--- src/rtl/alu_result_queue.sv ---
// Result FIFO behind the combinational ALU: buffers {y, flags, op, tag}, tracks sticky C/V and an accept counter.
// Optional flag cross-check is compiled in with `define ALU_RESULT_CHECK_EN (flag_err tied 0 otherwise).
module alu_result_queue #(
    parameter int DEPTH = 2,
    parameter int TAG_W = 4,
    parameter int CNT_W = 16
) (
    input  logic             clk,
    input  logic             rst,
    input  logic             in_valid,
    output logic             in_ready,
    input  logic [2:0]       in_op,
    input  logic [31:0]      in_y,
    input  logic             in_z,
    input  logic             in_n,
    input  logic             in_c,
    input  logic             in_v,
    input  logic [TAG_W-1:0] in_tag,
    output logic             out_valid,
    input  logic             out_ready,
    output logic [31:0]      out_y,
    output logic [3:0]       out_flags,
    output logic [2:0]       out_op,
    output logic [TAG_W-1:0] out_tag,
    output logic             sticky_c,
    output logic             sticky_v,
    input  logic             sticky_clr,
    output logic [CNT_W-1:0] acc_cnt,
    output logic             flag_err
);

    localparam int AW = $clog2(DEPTH);
    localparam logic [AW:0] FULL_CNT = (AW + 1)'(DEPTH);

    typedef struct packed {
        logic [31:0]      y;
        logic [3:0]       flags;
        logic [2:0]       op;
        logic [TAG_W-1:0] tag;
    } entry_t;

    entry_t          mem [DEPTH];
    entry_t          in_entry;
    entry_t          head_reg, head_next;
    logic [AW-1:0]   wr_ptr_reg, wr_ptr_next;
    logic [AW-1:0]   rd_ptr_reg, rd_ptr_next;
    logic [AW:0]     count_reg, count_next;
    logic            sticky_c_reg, sticky_c_next;
    logic            sticky_v_reg, sticky_v_next;
    logic [CNT_W-1:0] acc_cnt_reg, acc_cnt_next;
    logic            push, pop;

    assign in_entry  = '{y: in_y, flags: {in_z, in_n, in_c, in_v}, op: in_op, tag: in_tag};
    assign in_ready  = (count_reg != FULL_CNT);
    assign out_valid = (count_reg != '0);
    assign push      = in_valid & in_ready;
    assign pop       = out_valid & out_ready;

    always_comb begin
        wr_ptr_next   = wr_ptr_reg;
        rd_ptr_next   = rd_ptr_reg;
        count_next    = count_reg;
        head_next     = head_reg;
        sticky_c_next = sticky_c_reg;
        sticky_v_next = sticky_v_reg;
        acc_cnt_next  = acc_cnt_reg;

        if (push) begin
            wr_ptr_next  = wr_ptr_reg + 1'b1;
            acc_cnt_next = acc_cnt_reg + 1'b1;
        end
        if (pop) begin
            rd_ptr_next = rd_ptr_reg + 1'b1;
        end
        case ({push, pop})
            2'b10:   count_next = count_reg + 1'b1;
            2'b01:   count_next = count_reg - 1'b1;
            default: count_next = count_reg;
        endcase

        // Head register preloads the next head; a push landing in the head slot bypasses the array.
        if (count_next != '0) begin
            if (push && (wr_ptr_reg == rd_ptr_next)) begin
                head_next = in_entry;
            end else begin
                head_next = mem[rd_ptr_next];
            end
        end

        if (sticky_clr) begin
            sticky_c_next = 1'b0;
            sticky_v_next = 1'b0;
        end
        if (push) begin
            sticky_c_next = sticky_c_next | (in_c & (in_op == 3'b000 || in_op == 3'b001));
            sticky_v_next = sticky_v_next | in_v;
        end
    end

    always_ff @(posedge clk) begin
        if (push) begin
            mem[wr_ptr_reg] <= in_entry;
        end
    end

    always_ff @(posedge clk or posedge rst) begin
        if (rst) begin
            wr_ptr_reg   <= '0;
            rd_ptr_reg   <= '0;
            count_reg    <= '0;
            head_reg     <= '0;
            sticky_c_reg <= 1'b0;
            sticky_v_reg <= 1'b0;
            acc_cnt_reg  <= '0;
        end else begin
            wr_ptr_reg   <= wr_ptr_next;
            rd_ptr_reg   <= rd_ptr_next;
            count_reg    <= count_next;
            head_reg     <= head_next;
            sticky_c_reg <= sticky_c_next;
            sticky_v_reg <= sticky_v_next;
            acc_cnt_reg  <= acc_cnt_next;
        end
    end

    assign out_y     = head_reg.y;
    assign out_flags = head_reg.flags;
    assign out_op    = head_reg.op;
    assign out_tag   = head_reg.tag;
    assign sticky_c  = sticky_c_reg;
    assign sticky_v  = sticky_v_reg;
    assign acc_cnt   = acc_cnt_reg;

`ifdef ALU_RESULT_CHECK_EN
    logic flag_err_reg, flag_err_next, flag_mismatch;

    assign flag_mismatch = ((in_y == 32'd0) != in_z) || (in_y[31] != in_n);

    always_comb begin
        flag_err_next = flag_err_reg;
        if (sticky_clr) begin
            flag_err_next = 1'b0;
        end
        if (push && flag_mismatch) begin
            flag_err_next = 1'b1;
        end
    end

    always_ff @(posedge clk or posedge rst) begin
        if (rst) begin
            flag_err_reg <= 1'b0;
        end else begin
            flag_err_reg <= flag_err_next;
        end
    end

    assign flag_err = flag_err_reg;
`else
    assign flag_err = 1'b0;
`endif

endmodule
--- config.mk ---
export PLATFORM = sky130hd
export DESIGN_NAME = alu_result_queue
export DESIGN_NICKNAME = d
export VERILOG_FILES = /design/src/rtl/alu_result_queue.sv
export SDC_FILE = /design/constraint.sdc
export NUM_CORES = 1
export LEC_CHECK = 0
export CAP_MARGIN = 25
export CORE_ASPECT_RATIO = 0.9
export CORE_MARGIN = 1.5
export CORE_UTILIZATION = 49
export CTS_CLUSTER_SIZE = 20
export DETAILED_ROUTE_END_ITERATION = 10
export PLACE_DENSITY = 0.75
export SLEW_MARGIN = 10
export SYNTH_ARGS = -nofsm -noshare
export SYNTH_HDL_FRONTEND = slang
export SYNTH_SLANG_ARGS = --single-unit
--- constraint.sdc ---
create_clock -name clk -period 10.3 [get_ports clk]
set_input_delay 2.06 -clock clk [delete_from_list [all_inputs] [get_ports clk]]
set_output_delay 2.06 -clock clk [all_outputs]
set_load 0.005 [all_outputs]
; ---- Word-level counts from Yosys, hierarchy flattened
; Memory sizes are Yosys's and may differ from the RTL's. A register that Yosys moved wholly into a read port is not among the register bits.
; Index checks and enable logic that the tools add are counted.
[op_classes]
add_sub_neg = 5
eq_ne = 4
n_mux = 8
bitwise_logic = 5
reduce_logical = 4
[ops]
columns = op, n
row1 = $add A16 B1 Y16 const B, 1
row2 = $mux W1, 7
row3 = $pmux W2 S2, 1
row4 = $reduce_bool A2 Y1, 2
row5 = $and A1 B1 Y1, 3
row6 = $eq A3 B1 Y1 const B, 1
row7 = $logic_not A3 Y1, 1
row8 = $add A1 B1 Y1 const B, 2
row9 = $add A2 B1 Y2 const B, 1
row10 = $eq A2 B1 Y1 const B, 1
row11 = $eq A2 B2 Y1 const B, 1
row12 = $ne A2 B2 Y1 const B, 1
row13 = $or A1 B1 Y1, 2
row14 = $sub A2 B1 Y2 const B, 1
row15 = $logic_or A1 B1 Y1, 1
[totals]
ff_bits = 22
mem_bits_rw = 86
inputBits = 48
out_inout_bits = 64
wordCells = 33
mem_count = 1
[mem_list]
columns = name, depth, word_bits, read_ports, rd_clocked_by_memory_dff, wr, line
row1 = mem, 2, 43, 1, 1, 1, 42  ; entry_t mem [DEPTH];

; ---- Logic depth before layout (Yosys ltp)
; Gate-level depths: netlist of run 1.
[depth]
depth_word = 5
ltp_mapped = 12
mapped_depth_nobuf = 8

; ---- Worst setup path after synthesis of run 1
; Ideal clock, no wire load.
[synth_timing]
path_type = input to register
from = input port in_valid
to = memory mem[0][0] in the netlist's numbering (enable)
setup_time_ns = 0.444
arrival_time_ns = 4.522
required_time_ns = 9.856
setup_slack_ns = 5.335
stages = 4
n_path_buf = 1
cell_sequence = clkbuf_1 and2_1 clkinv_1 nor2_1
[synth_via]
elab_chain_len = 3
[synth_lines]
columns = item, line
row1 = "start, declared", 10  ; input logic in_valid,
row2 = $and A1 B1 Y1, 56  ; assign push = in_valid & in_ready;
row3 = $mux W1, 101  ; if (push) begin
row4 = $mux W1 (implied by the code), 102  ; mem[wr_ptr_reg] <= in_entry;
row5 = "end, declared", 42
; Every way passes these cells.

; ---- Worst setup path after layout of run 1
[layout_timing]
from = input port in_valid
to = register, netlist name out_y[26]
[layout_via]
elab_chain_len = 4
word_cells_on_any_way = 5
cone_classes = eq/ne (2) / mux (1) / bitwise (1) / reduce/logical (1)
[layout_lines]
columns = item, line
row1 = $and A1 B1 Y1 *, 56
row2 = $eq A2 B1 Y1 / $eq A2 B2 Y1 (equally long branches), 75  ; case ({push, pop})
row3 = $pmux W2 S2 *, 75
row4 = $reduce_bool A2 Y1 *, 82  ; if (count_next != '0) begin
; Mark *: on every way between the ends. The rest lies on a longest branch, timed or not.
; A chain may end at the register's enable or synchronous reset.

==> qor.yml, run 1 <==
worst_setup_path:
  r2r_setup_slack_ns: 6.58
  critPathLaunchType: "input pin"
  cp_max_fo: 90
  endpoint_kind: "register"
  crit_required_ns: 10.65
  crit_type: "input pin to register"
  reg2reg_to: "out_y[26]"
  arrival_ns: 5.71
  startpoint: "in_valid"
  regToRegStartpoint: "count_reg[0]"
  r2r_cells: 9
worst_hold_path:
  hold_path_class: "register to register"
  holdPathEnd: "acc_cnt[15]"
  hold_depth: 1
  worstHoldStart: "acc_cnt[15]"
timing:
  maxSlewViolCount: 0
  fin_setup_tns_ns: 0
  post-route-period-util_pct: 52.0
  setup_ws_ns: 4.94
  tightest_slew_ns: 1.00
  finalSetupViolations: 0
  finalHoldViolations: 0
  max_freq_mhz: 187
  slew_headroom_pct: 33.3
  rsz0062_at_grt: "false"
  fin_crit_ns: 5.36
  clock_skew_ns: 0.00907
synth:
  syn_inst: 539
  syn_area_per_cell_sq_um: 12.6
  synth_cell_types: 39
  synth_nets: 589
  ys_ff_latch: 151
  ys_seq_area_share_pct: 62.2
  synth_area_sq_um: 6770
  synth_warnings: 0
floorplan:
  start_util_pct: 50.5
  fp-row-count: 40
  die_y_um: 114
  io_pins: 112
  dieArea_sq_um: 14500
  core_area_sq_um: 13400
  die_w_um: 127
power_and_ir_drop:
  ir_worst_vdd_v: 0.000232
  p_leak_nw: 3.56
  switchingPower_mw: 1.17
  power_density_nw_per_um2: 352
  combPwrFrac_pct: 47.6
  p_sw_share_pct: 38.8
  seqPwrFrac_pct: 32.3
  p_int_mw: 1.85
  pwr-share-clk_pct: 20.1
drt:
  drt-vias-per-instance: 6.24
  avgRoutedWirePerCell_um: 21.3
  drt-total-wl_um: 17100
  drcViolationCount: 0
  drtPass1Iterations: 5
  drt_iter0_markers: 479
  vias: 5022
  ant_nets: 0
place:
  port-buffer-count: 110
  place_ws_ns: 3.58
  place.gp.congestion: 0.764
  placed_cells: 771
  hpwlAfterDp_um: 9490
cts:
  post_cts_resized: 0
  clk_path_buf_depth: 2
  path_clk_slew_ns: 0.06
  cts_tree: "built"
  cts.sinks: 151
  numCtsBuffers: 17
  h-tree-depth: 4
  ctsHoldBuffers: 0
  clk_latency_ns: 0.43
  root_buffer: "clkbuf_16"
  post_cts_buffers: 0
final_layout:
  nets: 674
  fin_cells: 805
  syn_to_final_growth_pct: 26.6
  fin_util_pct: 63.9
  drive_gt1_share_pct: 14.6
  antennaDiodeCount: 0
  largest_reg_flops: 86
global_routing:
  overflow: 0
  grt_use_total_pct: 24.6
  grt_first_pass_wirelength_um: 27400
  grt_start_max_net_pins: 91
  grt_pass1_vias: 5106
  antenna_found_initial: 0
run:
  cap_violations: 0
status:
  status: "finished, final reports clean"
-- layer usage --
metal / vias up / part of all wire [%] / GRT usage (%)
met5: - / 0 / 0
met4: 0 / 1.8 / 11.1
met3: 25 / 6.6 / 4.86
met2: 236 / 49 / 39.1
met1: 2528 / 43 / 33.1
li1: 2233 / - / -
-- area by class of cell --
class / instances / area, sq um
clock buffer: 19 / 443
inverter: 49 / 184
multi-input combinational: 285 / 2170
sequential: 151 / 4210
timing repair buffer: 120 / 1220
fill: 1000 / 4850
clock inverter: 13 / 129
tap: 168 / 210
-- critical path, cell delays in order --
cell	delay, ns
buf_2	0.08
buf_4	0.70
and2_1	0.31
clkinv_1	0.29
ha_1	0.47
or3b_2	0.72
buf_16	0.27
and3_4	0.34
a41o_1	0.30
a21oi_1	0.13
-- placed cells by master (no fill, tap or decap), types with 2 or more instances in the layout --
cell / Yosys / routed
clkdlybuf4s50_1: 0 / 109
edfxtp_1: 86 / 86
dfrtp_1: 65 / 65
a21oi_1: 46 / 46
inv_1: 47 / 46
a31oi_1: 43 / 43
a41o_1: 43 / 43
a22oi_1: 42 / 42
a21oi_2: 40 / 40
clkbuf_16: 0 / 17
xnor2_1: 13 / 13
nand2_1: 10 / 10
xor2_1: 7 / 7
buf_4: 1 / 7
clkinv_2: 0 / 6
nand3_1: 6 / 5
nor3_1: 4 / 4
and2_1: 3 / 3
and3_1: 4 / 3
clkinv_4: 0 / 3
nand4bb_2: 0 / 2
inv_2: 1 / 2
nand2b_1: 2 / 2
clkinv_1: 1 / 2
nor2_1: 3 / 2
nand4_1: 2 / 2
and4_1: 2 / 2
ha_1: 2 / 2
bufinv_16: 0 / 2
buf_16: 0 / 2
-- cells in the mapped netlist, drive strengths merged --
master,number,area share (%)
o2bb2ai,1,0.13
mux2i,1,0.15
dfrtp,65,24
a22oi,42,4.7
and3,5,0.54
o22ai,1,0.092
buf,15,1.7
a31oi,43,4.0
nand4bb,2,0.33
clkinv,1,0.055
a41o,43,6.4
nand3,6,0.44
xor2,8,1.1
nor3,4,0.30
o41ai,1,0.13
inv,48,2.7
or2,1,0.092
nor2,3,0.17
edfxtp,86,38
and2,3,0.28
ha,2,0.37
nand2b,2,0.18
xnor3,1,0.33
and4,2,0.26
o21ai,1,0.13
nand2,10,0.55
nand4,2,0.18
xnor2,13,1.7
a21oi,86,8.6
or3b,1,0.13
clkbuf,39,2.2
conb,1,0.055
-- how the worst max path moves through the flow --
| stage | endpoint | slack (ns) |
|---|---|---|
| 2_1_floorplan | mem[0][0] | 5.33 |
| 3_3_place_gp | out_y[6] | 3.70 |
| 3_5_place_dp | out_y[17] | 3.58 |
| 4_1_cts | out_y[24] | 4.03 |
| 5_1_grt | out_y[26] | 4.74 |
| 6_report | out_y[26] | 4.94 |
-- cell families after synthesis --
group / Yosys count / synth area share, %
muxes: 1 / 0.148
AOI/OAI and AO/OA: 218 / 24.1
other: 1 / 0.0554
DFF: 151 / 62.2
and+or+nand+nor: 41 / 3.46
adders and majority gates: 2 / 0.370
xor gates and xnor gates: 22 / 3.16
buffers and inverters: 103 / 6.56
-- per-stage QoR --
step                total power [mW]  instance area, sq um  hold WS (ns)
finish                          3.02                  8570         0.476
global route                    3.18                  8570         0.507
CTS                             3.00                  8510         0.475
detailed placement              2.39                  7940         0.468
global placement                2.31                  7920         0.462
floorplan                       1.92                  6770         0.468
-- power by group through the flow --
stage / Sequential, mW / Clock (mW) / Combinational, mW
6_report: 0.975 / 0.606 / 1.44
5_1_grt: 0.994 / 0.638 / 1.55
3_5_place_dp: 0.983 / 0 / 1.41
2_1_floorplan: 0.955 / 0 / 0.960
3_3_place_gp: 0.977 / 0 / 1.34
4_1_cts: 0.974 / 0.612 / 1.41
(Power assumes the default switching activity.)
==> run 2: changes to the inputs <==
==> constraint.sdc (replaced) <==
create_clock -name clk -period 5.2 [get_ports clk]
set_input_delay 1.04 -clock clk [delete_from_list [all_inputs] [get_ports clk]]
set_output_delay 1.04 -clock clk [all_outputs]
set_load 0.005 [all_outputs]
==> run 2 against run 1 <==
Against the previous run:
- cell area down 0.44%
- final cell count rose by 0.25%
- combinational power rose by 95%
- non-clock buffer count up 2
- sequential power rose by 98%
- die area did not move
==> qor.yml, run 2 (same netlist as run 1, synthesis figures left out) <==
floorplan:
  start_util_pct: 50.5  # unchanged
  die_y_um: 114  # unchanged
  dieArea_sq_um: 14500  # unchanged
  core_area_sq_um: 13400  # unchanged
  fp-row-count: 40  # unchanged
  die_w_um: 127  # unchanged
  io_pins: 112  # unchanged
timing:
  whs_ns: 0.474  # -0.00220 ns
  fin_crit_ns: 3.80
  clock_skew_ns: 0.00647  # -0.00260 ns
  slew_headroom_pct: 34.7  # +1.4 points
  fin_setup_tns_ns: 0  # unchanged
  tightest_slew_ns: 0.979  # -0.0212 ns
  maxSlewViolCount: 0  # unchanged
  post-route-period-util_pct: 73.1
  finalSetupViolations: 0  # unchanged
  finalHoldViolations: 0  # unchanged
  max_freq_mhz: 263
  rsz0062_at_grt: "false"
place:
  place.gp.congestion: 0.751  # -1.7%
  port-buffer-count: 110  # unchanged
  hpwlAfterDp_um: 9870  # +4.0%
power_and_ir_drop:
  combPwrFrac_pct: 47.6  # about the same
  p_sw_share_pct: 38.4  # -0.35 points
  power_density_nw_per_um2: 691  # +96%
  switchingPower_mw: 2.26  # +94%
  ir_worst_vdd_v: 0.000466  # +100%
  seqPwrFrac_pct: 32.7  # +0.4 points
  p_leak_nw: 3.53  # -0.69%
  p_int_mw: 3.63  # +97%
  pwr-share-clk_pct: 19.7  # -0.4 points
final_layout:
  nets: 676  # +0.30%
  drive_gt1_share_pct: 13.6  # -0.98 points
  syn_to_final_growth_pct: 26.0
  mostFrequentLayoutCells: "109 x clkdlybuf4s50_1, 86 x edfxtp_1, 65 x dfrtp_1"
  antennaDiodeCount: 0  # unchanged
  largest_reg_flops: 86  # unchanged
  final_common_cell: "clkdlybuf4s50_1"
status:
  status: "finished, final reports clean"
drt:
  ant_nets: 0  # unchanged
  drt-total-wl_um: 17000  # -0.86%
  drtPass1Iterations: 5  # unchanged
  drcViolationCount: 0  # unchanged
  drt-vias-per-instance: 6.19  # -0.70%
  vias: 4999  # -0.46%
  drt_iter0_markers: 544  # +14%
  avgRoutedWirePerCell_um: 21.0  # -1.1%
worst_setup_path:
  arrival_ns: 4.15  # -1.56 ns
  cp_max_fo: 43  # -52%
  endpoint_kind: "register"
  crit_type: "register to register"
  startpoint: "count_reg[0]"
  crit_required_ns: 5.55  # -5.10 ns
  critPathLaunchType: "register"
  regToRegStartpoint: "count_reg[0]"
cts:
  path_clk_slew_ns: 0.06  # about the same
  numCtsBuffers: 17  # unchanged
  cts_tree: "built"
  clk_latency_ns: 0.42  # about the same
  ctsHoldBuffers: 0  # unchanged
  h-tree-depth: 4  # unchanged
  cts.sinks: 151  # unchanged
  clk_path_buf_depth: 2  # unchanged
  post_cts_buffers: 0  # unchanged
  post_cts_resized: 0  # unchanged
  root_buffer: "clkbuf_16"
run:
  cap_violations: 0  # unchanged
global_routing:
  grt_first_pass_wirelength_um: 27300  # -0.18%
  antenna_found_initial: 0  # unchanged
  grt_pass1_vias: 5093  # -0.25%
  overflow: 0  # unchanged
  grt_use_total_pct: 24.7  # +0.12 points
  grt_start_max_net_pins: 90  # -1.1%
worst_hold_path:
  hold_path_class: "register to register"
  worstHoldStart: "acc_cnt[15]"
run 2: changes by cell type in the layout (fill, tap and decap cells not counted):
| cell | before | now |
|---|---|---|
| clkbuf_1 | 1 | 9 |
| clkinv_2 | 6 | 2 |
| buf_4 | 7 | 10 |
| clkinv_4 | 3 | 0 |
| buf_16 | 2 | 0 |
| buf_12 | 1 | 2 |
| inv_6 | 1 | 0 |
run 2: worst paths after layout:
path	endpoint	cells past startpoint	slack [ns]
min in group asynchronous	acc_cnt[15]	2	1.01
worst min register to register	acc_cnt[15]	1	0.47
worst max-delay path	out_tag[0]	8	1.40
max in group asynchronous	acc_cnt[3]	4	3.29
worst min-delay path	acc_cnt[15]	1	0.47
worst max register to register	out_tag[0]	8	1.40
run 2: through the flow:
stage / worst slack [ns] / utilization, % / area [sq um] / std cells / power, mW
finish: 1.40 / 63.6 / 8530 / 807 / 5.90
global placement: 1.22 / 59.2 / 7940 / 773 / 4.62
global route: 1.16 / 63.6 / 8530 / 807 / 6.24
floorplan: 1.25 / - / 6770 / 539 / 3.79
CTS: 1.45 / 63.6 / 8530 / 807 / 5.92
detailed placement: 1.19 / 59.5 / 7980 / 775 / 4.74
run 2: cell type report:
cell class | count | area [sq um]
timing repair buffer | 122 | 1210
fill | 1004 | 4880
multi-input combinational | 285 | 2170
clock inverter | 5 | 73.8
clock buffer | 27 | 473
sequential | 151 | 4210
tap | 168 | 210
inverter | 49 | 184
run 2: routing by layer:
layer  vias to the layer above  wire length [um]  GRT usage, %
li1                       2230                 -             -
met1                      2510              7150          33.1
met2                       237              8350          40.4
met3                        22              1190          5.33
met4                         0               280          8.56
met5                         -                 0             0
run 2: critical path: stages, from the launching register on:
cell	delay (ns)
dfrtp_1	0.60
nand2b_1	0.28
and2_1	0.24
clkinv_1	0.32
ha_1	0.45
nand4bb_2	0.73
and3_4	0.65
a41o_1	0.32
a21oi_2	0.11
run 2: power by group through the flow:
stage	clock [mW]	sequential, mW	combinational (mW)
2_1_floorplan	0	1.89	1.90
3_3_place_gp	0	1.93	2.69
3_5_place_dp	0	1.94	2.80
4_1_cts	1.17	1.93	2.82
5_1_grt	1.23	1.97	3.05
6_report	1.16	1.93	2.81
==> run 3: changes to the inputs <==
--- a/config.mk
+++ b/config.mk
@@ -8,10 +8,10 @@
 export CAP_MARGIN = 25
 export CORE_ASPECT_RATIO = 0.9
 export CORE_MARGIN = 1.5
-export CORE_UTILIZATION = 49
+export CORE_UTILIZATION = 48
 export CTS_CLUSTER_SIZE = 20
 export DETAILED_ROUTE_END_ITERATION = 10
-export PLACE_DENSITY = 0.75
+export PLACE_DENSITY = 0.77
 export SLEW_MARGIN = 10
 export SYNTH_ARGS = -nofsm -noshare
 export SYNTH_HDL_FRONTEND = slang
==> constraint.sdc (replaced) <==
create_clock -name clk -period 3.3 [get_ports clk]
set_input_delay 0.66 -clock clk [delete_from_list [all_inputs] [get_ports clk]]
set_output_delay 0.66 -clock clk [all_outputs]
set_load 0.005 [all_outputs]
==> run 3 against run 2 <==
Against the previous run:
- first-iteration DRC count fell by 18%
- combinational power grew 65%
- clock skew shrank 0.0019 ns
- clock power rose by 58%
- die area is 2.0% higher
- non-clock buffer count grew 6
- total power grew 61%
- sequential power up 57%
- via count up 1.5%
- critical path type unchanged
==> qor.yml, run 3 (same netlist as run 1, synthesis figures left out) <==
cts:
  numCtsBuffers: 17  # unchanged
  clk_path_buf_depth: 2  # unchanged
  ctsHoldBuffers: 0  # unchanged
  root_buffer: "clkbuf_16"
  post_cts_resized: 0  # unchanged
  post_cts_buffers: 0  # unchanged
  cts.sinks: 151  # unchanged
  clk_latency_ns: 0.41  # about the same
  path_clk_slew_ns: 0.06  # about the same
  cts_tree: "built"
  h-tree-depth: 4  # unchanged
worst_setup_path:
  crit_type: "register to register"
  crit_required_ns: 3.64  # -1.91 ns
  cp_max_fo: 29  # -33%
  endpoint_kind: "register"
  max_stage_delay_ns: 0.49  # -0.24 ns
  critPathLaunchType: "register"
  path_cells: "nand2b_1 > and2_1 > clkinv_1 > ha_1 > or3b_2 > buf_4 > nand3_2 > buf_12 > a21oi_1 > a21oi_2"
  arrival_ns: 3.26  # -0.89 ns
  critPathSlowestCell: "dfrtp_1"
timing:
  fin_crit_ns: 2.93  # -0.875 ns
  max_freq_mhz: 342  # +30%
  clock_skew_ns: 0.00453  # -0.00194 ns
  fin_setup_tns_ns: 0  # unchanged
  finalHoldViolations: 0  # unchanged
  maxSlewViolCount: 0  # unchanged
  rsz0062_at_grt: "false"
  slew_headroom_pct: 35.5  # +0.78 points
  whs_ns: 0.480  # +0.00575 ns
  finalSetupViolations: 0  # unchanged
  tightest_slew_ns: 0.967  # -0.0118 ns
  post-route-period-util_pct: 88.7  # +16 points
floorplan:
  io_pins: 112  # unchanged
  die_y_um: 116  # +1.0%
  fp-row-count: 40  # unchanged
  die_w_um: 128  # +1.0%
  dieArea_sq_um: 14800  # +2.0%
  start_util_pct: 49.9  # -0.56 points
  core_area_sq_um: 13600  # +1.1%
global_routing:
  overflow: 0  # unchanged
  grt_use_total_pct: 24.1  # -0.59 points
  grt_first_pass_wirelength_um: 27100  # -0.81%
  antenna_found_initial: 0  # unchanged
  grt_pass1_vias: 5320  # +4.5%
  grt_start_max_net_pins: 90  # unchanged
final_layout:
  final_area_sq_um: 8670  # +1.6%
  fin_util_pct: 63.9  # +0.31 points
  drive_gt1_share_pct: 14.7  # +1.1 points
  nets: 682  # +0.89%
  antennaDiodeCount: 0  # unchanged
  mostFrequentLayoutCells: "109 x clkdlybuf4s50_1, 86 x edfxtp_1, 65 x dfrtp_1"
  final_common_cell: "clkdlybuf4s50_1"
  largest_reg_flops: 86  # unchanged
  syn_to_final_growth_pct: 28.1
place:
  hpwlAfterDp_um: 10200  # +3.5%
  postPlaceCellArea_sq_um: 8110  # +1.6%
  port-buffer-count: 110  # unchanged
  place.gp.congestion: 0.801  # +6.7%
drt:
  ant_nets: 0  # unchanged
  drt-vias-per-instance: 6.08  # -1.8%
  drt-total-wl_um: 17400  # +2.4%
  avgRoutedWirePerCell_um: 20.8  # -0.92%
  drcViolationCount: 0  # unchanged
  drtPass1Iterations: 5  # unchanged
  drt_iter0_markers: 444  # -18%
  vias: 5073  # +1.5%
power_and_ir_drop:
  ir_worst_vdd_v: 0.000790  # +70%
  power_density_nw_per_um2: 1100  # +59%
  p_leak_nw: 3.57  # +1.1%
status:
  status: "finished, final reports clean"
run:
  cap_violations: 0  # unchanged
worst_hold_path:
  hold_path_class: "register to register"
-- run 3: cell count changes in the layout (fill, tap and decap cells not counted), moves of 2 or more --
| cell | before | now |
|---|---|---|
| buf_12 | 2 | 5 |
| buf_4 | 10 | 13 |
| clkbuf_1 | 9 | 6 |
| clkinv_4 | 0 | 2 |
| clkinvlp_4 | 0 | 2 |
| nand4bb_2 | 2 | 0 |
| nand4bb_4 | 0 | 2 |
-- run 3: critical path, delay by kind of cell, from the launching register on --
kind,cells,cell delay [ns]
buffers and inverters,3,0.60
AND/OR/NAND/NOR,4,1.08
flip-flops,1,0.49
AO/OA/AOI/OAI,2,0.27
adder cells (fa/ha/maj),1,0.39
-- run 3: layout make-up --
class	count	area (sq um)
fillers	1022	4900
flip-flops and latches	151	4210
clock inverters	9	105
repair buffers	128	1290
well taps	189	236
multi-input cells	285	2190
clock buffers	23	448
inverters	49	184
-- run 3: worst paths after layout --
check | start | endpoint | slack, ns | cells past startpoint
worst max register to register | count_reg[1] | out_y[30] | 0.37 | 10
worst min register to register | acc_cnt[15] | acc_cnt[15] | 0.48 | 1
min in group asynchronous | rst | acc_cnt[8] | 0.58 | 2
worst max-delay path | count_reg[1] | out_y[30] | 0.37 | 10
max in group asynchronous | rst | out_y[0] | 2.00 | 3
worst min-delay path | acc_cnt[15] | acc_cnt[15] | 0.48 | 1
-- run 3: through the flow --
stage,total power [mW],worst slack (ns),std cells
floorplan,5.98,0.317,539
global placement,7.46,0.213,802
detailed placement,7.67,0.114,802
CTS,9.53,0.386,834
global route,10.1,0.171,834
finish,9.51,0.374,834
-- run 3: power by group --
group	internal (mW)	total (mW)	switching, mW
combinational	2.07	4.65	2.58
clock	1.11	1.83	0.722
sequential	2.67	3.03	0.361
-- run 3: metal layers --
layer	up-vias	global-route usage, %	routed length (um)
li1	2246	-	-
met1	2542	31.1	7140
met2	264	40.9	8550
met3	21	5.77	1450
met4	0	7.49	233
met5	-	0	0
==> edit (settings of run 3) <==
Register the output `out_flags`; this adds one clock of latency there. The other outputs are not delayed to match.
--- a/src/rtl/alu_result_queue.sv
+++ b/src/rtl/alu_result_queue.sv
@@ -126,3 +126,5 @@
     assign out_y     = head_reg.y;
-    assign out_flags = head_reg.flags;
+    always_ff @(posedge clk) begin
+        out_flags <= head_reg.flags;
+    end
     assign out_op    = head_reg.op;
Function: changed (a bounded check fails within 4 cycles, from zero or initial values and one cycle with rst high).
==> edit against run 3 <==
- global-route usage shrank 0.97 points
- sequential cell count rose by 4
- synthesized cell count grew 8.3%
- wire length hardly changed
- design area rose by 1.1%
- power is 2.0% higher
- area after synthesis increased by 5.8%
- worst setup slack better by 0.12 ns
==> edit: results (changes against run 3) <==
Worst Reg-to-Reg Cells 7 (-3); Slew @ Worst Pin 0.979 ns (+0.0121 ns); Final nets 686 (+0.59%); Max VDD drop 0.613 mV (-22%); WL per Instance 20.5 um (-1.5%); critical path arrival 3.15 ns (-0.11 ns); Reg2Reg Launch Point count_reg[0]$_DFF_PP0_; vias after detailed routing 5,154 (+1.6%); Total Routing Usage GR 23.2% (-0.97 points); largest net degree at the start of global routing 92 (+2.2%); Skew-Pair Late Insertion Delay 0.43 ns (+0.02 ns); Async SR Flop Fraction 41.9% (-1.1 points); number of global-route vias before repair 5,344 (+0.45%); layout filler cell count 1,131 (+11%); GRT met1 Usage 30.5% (-0.63 points); first-pass GRT wire length 28.1 mm (+3.6%); Worst Setup EP out_y[31]$_DFFE_PP0P_; min-delay src head_reg[10]$_DFFE_PP0P_; Worst Path Max Fanout 43 (+48%); share of post-route cells with drive strength above 1 15.4% (+0.68 points); Placer Congestion 0.758 (-5.3%); status complete, no violations; WHS 0.375 ns (-0.104 ns); top post-synthesis cells by area edfxtp_1, dfrtp_1, a41o_1; post-synth cell types 42 (+7.7%); top cell types by occurrence after synthesis edfxtp_1, dfrtp_1, inv_1; share of the synthesized area in the top cell type 36.1% (-2.1 points)
## edit: area by class of cell
cell class	count	share of cell area (%)
Clock buffer	20	5.10
Clock inverter	12	1.66
Inverter	51	2.19
Multi-Input combinational cell	284	24.7
Sequential cell	155	49.0
Tap cell	198	2.83
Timing Repair Buffer	127	14.6
## edit: cells by family after synthesis
family          count (synthesis)  share of synthesized area (%)
mux                             2                          0.297
compound gates                218                           22.7
simple gates                   39                           3.09
flops                         155                           59.9
fa+ha+maj                       2                          0.350
buf+inv                       145                           10.6
other cells                     1                         0.0524
xor+xnor                       22                           2.99
## edit: metrics by stage
step	setup WS, ns	instance area, um2	utilization (%)	instances
6_report	0.494	8760	59.7	847
5_1_grt	0.344	8760	59.7	847
4_1_cts	0.514	8760	59.7	847
3_5_place_dp	0.237	8170	55.7	815
3_3_place_gp	0.333	8170	55.7	815
2_1_floorplan	0.277	7160	-	584
## edit: power by group through the flow
stage	clock [W]	sequential (W)	combinational, W
after floorplan	0	0.00302	0.00340
after global placement	0	0.00313	0.00437
after detailed placement	0	0.00316	0.00458
after CTS	0.00198	0.00314	0.00460
after global routing	0.00207	0.00320	0.00499
final	0.00196	0.00314	0.00460
## edit: metal layers
layer / up-vias / share of wire [%] / wire, um
li1: 2251 / - / -
met1: 2600 / 41 / 7210
met2: 274 / 49 / 8580
met3: 29 / 7.4 / 1290
met4: 0 / 1.7 / 304
met5: - / 0 / 0
## edit: worst max-delay path, stage by stage, from the launching register on
cell,delay [ns]
dfrtp_1,0.59
nand2b_1,0.33
nand2_1,0.13
ha_1,0.37
or3b_2,0.51
and3_4,0.35
a41o_1,0.31
a21oi_1,0.13
